File: src/rtl/reg_file_32x32.sv
// General-purpose 32-entry register file: two combinational read ports, one
// synchronous write port, optional write-to-read bypass, debug port, write counter.
module reg_file_32x32 #(
  parameter int DATA_W = 32,
  parameter int ADDR_W = 5,
  parameter bit BYPASS = 1'b1,
  parameter int CNT_W  = 16
) (
  input  logic              clk,
  input  logic              rst,
  input  logic              we,
  input  logic [ADDR_W-1:0] wa,
  input  logic [DATA_W-1:0] wd,
  input  logic [ADDR_W-1:0] ra1,
  output logic [DATA_W-1:0] rd1,
  input  logic [ADDR_W-1:0] ra2,
  output logic [DATA_W-1:0] rd2,
  input  logic [ADDR_W-1:0] dbg_a,
  output logic [DATA_W-1:0] dbg_d,
  output logic [CNT_W-1:0]  wr_cnt
);

  localparam int NREG = 2 ** ADDR_W;

  logic [DATA_W-1:0] regs_q [NREG];
  logic [CNT_W-1:0]  wr_cnt_q;
  logic [CNT_W-1:0]  wr_cnt_d;
  logic              wr_en;

  // Writes to $0 are swallowed here so neither the array nor the counter sees them.
  assign wr_en    = we && (wa != '0);
  assign wr_cnt_d = wr_en ? wr_cnt_q + 1'b1 : wr_cnt_q;

  always_ff @(posedge clk or posedge rst) begin
    if (rst) begin
      for (int i = 0; i < NREG; i++) begin
        regs_q[i] <= '0;
      end
      wr_cnt_q <= '0;
    end else begin
      if (wr_en) begin
        regs_q[wa] <= wd;
      end
      wr_cnt_q <= wr_cnt_d;
    end
  end

  function automatic logic [DATA_W-1:0] committed(input logic [ADDR_W-1:0] a);
    return (a == '0) ? '0 : regs_q[a];
  endfunction

  // Bypass is gated by rst so reads stay zero for the whole reset interval.
  function automatic logic [DATA_W-1:0] read_port(input logic [ADDR_W-1:0] a);
    if (BYPASS && wr_en && !rst && (a == wa)) begin
      return wd;
    end
    return committed(a);
  endfunction

  assign rd1    = read_port(ra1);
  assign rd2    = read_port(ra2);
  assign dbg_d  = committed(dbg_a);
  assign wr_cnt = wr_cnt_q;

endmodule

File: config.mk
export PLATFORM = sky130hd
export DESIGN_NAME = reg_file_32x32
export DESIGN_NICKNAME = d
export VERILOG_FILES = /design/src/rtl/reg_file_32x32.sv
export SDC_FILE = /design/constraint.sdc
export NUM_CORES = 2
export LEC_CHECK = 0
export BUFFER_PORTS_ARGS = -buffer_cell sky130_fd_sc_hd__buf_2
export CAP_MARGIN = 20
export CORE_MARGIN = 4
export CORE_UTILIZATION = 30
export DETAILED_ROUTE_END_ITERATION = 10
export PLACE_DENSITY = 0.55
export SYNTH_ARGS = -nofsm -noshare
export SYNTH_HDL_FRONTEND = slang
export SYNTH_SLANG_ARGS = --single-unit
File: constraint.sdc
create_clock -name clk -period 102.2 [get_ports clk]
set_input_delay 15.33 -clock clk [delete_from_list [all_inputs] [get_ports clk]]
set_output_delay 15.33 -clock clk [all_outputs]
set_load 0.1 [all_outputs]
Word level (Yosys, flattened, before mapping)
Index checks and enable logic that the tools add are counted.

Bits in writable memories: 0. Input port bits: 55. Flip-flop bits (word level): 1040. Output and inout bits: 112. Memory bits (read-only): 0. Logic and storage cells: 76. Latch bits: 0. Memories kept: 0.

Shift-type cells: 0. Equality and inequality tests: 2. Reductions and logical operators: 10. Div/mod/pow operators: 0. Multipliers: 0. Multiplexer cells: 21. Add/sub/neg operators: 1. Bitwise gates (word level): 4. Order comparisons: 5.

Operators by type and width (number): 1024-bit bitwise mux (1); 32-bit binary-select mux with 5-bit select (3); 32-bit 2-to-1 mux (14); 32-bit demux with 5-bit select (1); 6-bit greater-or-equal comparator (second input constant) (4); 5-bit NOT with 6-bit output (4); 16-bit by 1-bit adder with 16-bit output (second input constant) (1); 5-bit logical NOT (3); 5-bit == test (2); 6-bit by 1-bit less-than comparator with 1-bit output (second input constant) (1); 1-bit logical AND (5); 5-bit nonzero test (1); 1-bit 2-to-1 mux (2); 1-bit logical NOT (1).

Logic depth before layout (Yosys ltp)
Word-level depth: 6. Gate-level depth with buffers: 10. Gate-level depth less buffers: 5.

Worst setup path before layout
No wires, ideal clock.

Path kind: input-to-output. From: input rst. To: output rd2[0]. Path slack: 45225 ps. Stages: 6. Required time: 86870 ps. Arrival time: 41645 ps. Path buffers: 2. Path through: inv_1 nand3_1 nor3_4 buf_2 buf_2 a32o_1.

Word-level cells in the longest chain between the ends: 5.

Ends and longest elaborated chain: start: declaration (line 10) `input logic rst,`; 1-bit logical NOT (line 54) `if (BYPASS && wr_en && !rst && (a == wa)) begin`; 1-bit logical AND (2 in series) (line 54); 1-bit 2-to-1 mux (line 54); 32-bit 2-to-1 mux (line 57) `return committed(a);`; end: declaration (line 17) `output logic [DATA_W-1:0] rd2,`.

No other way between the ends.

Worst setup path in the final report
From: input ra2[2]. To: output rd2[8].

Word-level cells in the longest chain between the ends: 6. Elaborated cells between the ends (all ways): 10. Those cells by class: eq/ne (1); mux (6); bitwise (1); reduce/logical (2).

Ends and longest elaborated chain: start: declaration (line 16) `input logic [ADDR_W-1:0] ra2,`; 5-bit NOT with 6-bit output (not written as such) (line 49) `return (a == '0) ? '0 : regs_q[a];`; 32-bit binary-select mux with 5-bit select (line 49); 32-bit 2-to-1 mux (not written as such) (2 in series) (line 49); 32-bit 2-to-1 mux (line 49); 32-bit 2-to-1 mux (*) (line 57).

Every way passes the cells marked *; elsewhere a longest branch is shown, timed or not. The select of a mux whose other input is x is not followed.

==> impl_metrics.env <==
export IMPL_grt_max_degree=156
export IMPL_ys_async_sr_fraction_pct=100
export IMPL_io_pins=167
export IMPL_setup_slack_ns=66.93
export IMPL_synth_nets=4683
export IMPL_reg2reg_from="wr_cnt[4]"
export IMPL_final_area_mm2=0.0718
export IMPL_ctsLongestPathBuffers=3
export IMPL_finalMaxSlewViolations=0
export IMPL_drcViolationCount=0
export IMPL_num_fill_cells=21000
export IMPL_antenna_found_initial=27
export IMPL_switching_share_pct=32.9
export IMPL_status="finished clean"
export IMPL_drt_iter0_drc=5121
export IMPL_path_class="in2out"
export IMPL_final_cell_mix="mux2_2, dfrtp_1, mux4_2"
export IMPL_r2r_end="wr_cnt[15]"
export IMPL_reg2reg_depth=5
export IMPL_core_mm2=0.214
export IMPL_final_common_cell="mux2_2"
export IMPL_cts_setup_buffers=0
export IMPL_rows=170
export IMPL_synth_edf_count=0
export IMPL_synthDistinctLibCells=55
export IMPL_cts_sinks=1040
export IMPL_regArea_mm2=0.0260
export IMPL_ant_nets=0
export IMPL_slew_headroom_pct=19.4
export IMPL_ctsHoldBuffers=0
export IMPL_die_h_um=472
export IMPL_post_dp_hpwl_um=136000
export IMPL_fin_nets=4528
export IMPL_reg2reg_slack_ns=100.72
export IMPL_drive_gt1_share_pct=49.5
export IMPL_p_leak_nw=30.5
export IMPL_finalCritPeriodShare_pct=34.5
export IMPL_num_vias=45600
export IMPL_worstSkewPairLatency_ns=0.74
export IMPL_worst_path_max_fanout=76
export IMPL_multi_input_area_mm2=0.0363
export IMPL_tightestPinTransition_ns=1.21
export IMPL_p_seq_share_pct=40.8
export IMPL_finalHoldViolations=0
export IMPL_wl_per_cell_um=33.6
export IMPL_synth_area_mm2=0.0646
export IMPL_routed_wl_um=249000
export IMPL_track_usage_pct=21.9
export IMPL_power_net_switching_mw=0.459
export IMPL_hold_path_end="regs_q[1022]"
export IMPL_start_util_pct=30.1
export IMPL_max_freq_mhz=28.4
export IMPL_drv_cap=0
export IMPL_critPathRequiredTime_ns=86.87
export IMPL_overflow=0
export IMPL_synth_main_ff_cell="dfrtp_1"
export IMPL_die_width_um=472
export IMPL_htreeDepth=3
export IMPL_setup_viol=0
export IMPL_pwr_share_clk_pct=31.7
export IMPL_cts_root_buf="clkbuf_16"
export IMPL_area_growth_syn_to_layout_pct=11.1
export IMPL_min_path_type="reg2reg"
export IMPL_tns_ns=0
export IMPL_grt_first_pass_wirelength_um=354000
export IMPL_place_area_mm2=0.0678
export IMPL_skew_ns=0.0160
export IMPL_cp_end_kind="output pin"
export IMPL_rsz0062_at_grt="no"
export IMPL_hold_path_depth=0
export IMPL_yosysSeqAreaShare_pct=40.3
export IMPL_syn_inst=4627
export IMPL_io_buffers=166
export IMPL_yosysWarnings=0
export IMPL_path_clk_slew_ns=0.06
export IMPL_avgSynthCellArea_um2=14.0
export IMPL_grt_pass1_vias=45100
export IMPL_vdd_drop_max_mv=0.0135
export IMPL_vias_per_cell=6.15
export IMPL_p_per_area_mw_per_mm2=19.4
export IMPL_p_int_mw=0.936
export IMPL_pre_cts_ws_ns=66.99
export IMPL_cp_arrival_ns=19.94
export IMPL_numCtsBuffers=114
export IMPL_comb_power_share_pct=27.5
export IMPL_cp_start_kind="input port"
export IMPL_dieArea_mm2=0.223
export IMPL_gp_congestion=0.806
export IMPL_synth_seq_cells=1040
export IMPL_first_pass_iters=8
export IMPL_fin_crit_ns=35.27
export IMPL_cts_resized=0
export IMPL_cts_tree="done"
export IMPL_holdCritStartpoint="regs_q[1022]"
sequential cells by signal, indices dropped and copies added, names as in the netlist:
register,cells
regs_q,1024
wr_cnt,16
cells in the mapped netlist (all sizes together), types with 7 or more instances:
| cell type | n | share of area, % |
|---|---|---|
| nand4 | 35 | 0.34 |
| a32o | 31 | 0.48 |
| a221o | 30 | 0.46 |
| mux2 | 1112 | 19 |
| mux4 | 640 | 22 |
| a22o | 27 | 0.37 |
| nand3 | 27 | 0.21 |
| o22ai | 39 | 0.38 |
| mux2i | 391 | 6.1 |
| a221oi | 19 | 0.26 |
| nand2 | 184 | 1.1 |
| a21o | 7 | 0.081 |
| a21oi | 84 | 0.65 |
| dfrtp | 1040 | 40 |
| buf | 319 | 2.5 |
| xnor2 | 20 | 0.27 |
| nor3 | 31 | 0.26 |
| a22oi | 79 | 0.92 |
| o221ai | 8 | 0.11 |
| nor2 | 58 | 0.34 |
| inv | 34 | 0.20 |
| o21ai | 126 | 0.98 |
| clkbuf | 225 | 1.3 |
| nor2b | 10 | 0.097 |
area by class of cell:
type                       count  area share (%)
multi-input combinational   3009            50.6
sequential                  1040            36.2
tap                         2838            4.94
clock buffer                 164            4.71
timing repair buffer         273            2.52
clock inverter                49           0.777
inverter                      34           0.188
antenna                        8          0.0279
power by group through the flow:
stage	sequential, mW	combinational, mW	clock (mW)
floorplan	0.555	0.301	0
global placement	0.568	0.379	0
detailed placement	0.572	0.383	0
CTS	0.564	0.384	0.449
global route	0.578	0.406	0.465
finish	0.569	0.384	0.442
kinds of logic (layout without fill, tap and decap cells):
| logic type | count (synthesis) | count (layout) | synth area share, % |
|---|---|---|---|
| compound gates | 463 | 463 | 4.88 |
| xor+xnor | 25 | 25 | 0.339 |
| fa+ha+maj | 1 | 1 | 0.0194 |
| buf+inv | 578 | 520 | 4.00 |
| flops | 1040 | 1040 | 40.3 |
| mux | 2143 | 2143 | 47.8 |
| other cells | 0 | 8 | 0 |
| simple gates | 377 | 377 | 2.70 |
how the worst max path moves through the flow:
stage	start	to	slack, ns	cells past startpoint
after floorplan	rst	rd2[0]	45.22	6
after global placement	ra2[2]	rd2[8]	66.97	10
after detailed placement	ra2[2]	rd2[8]	66.99	10
after CTS	ra2[2]	rd2[8]	66.98	10
after global routing	ra2[2]	rd2[8]	66.80	10
final	ra2[2]	rd2[8]	66.93	10
per-stage QoR:
stage               util [%]  power [mW]  cells  hold slack [ns]
floorplan                  -       0.856   4627            0.458
global placement        31.6       0.946   7190            0.403
detailed placement      31.6       0.955   7190            0.406
CTS                     33.5        1.40   7403            0.422
global route            33.5        1.45   7411            0.435
finish                  33.5        1.39   7415            0.425
metal layers:
| metal | global-route usage (%) | vias to the layer above | part of all wire [%] | wire length (um) |
|---|---|---|---|---|
| met5 | 0 | - | 0.0052 | 13 |
| met4 | 8.18 | 2 | 4.0 | 10000 |
| met3 | 5.03 | 516 | 8.9 | 22200 |
| met2 | 34.6 | 2496 | 47 | 117000 |
| met1 | 29.3 | 24800 | 40 | 101000 |
| li1 | - | 17800 | - | - |
worst max-delay path, stage by stage:
cell and delay (ns):
buf_8 0.50, buf_4 0.75, buf_4 0.92, buf_4 0.74
mux4_2 0.40, nor2_1 0.12, a21oi_1 0.06, a221o_1 0.36
a32o_1 0.30, buf_2 0.32
Power figures use the tool's default switching activity.
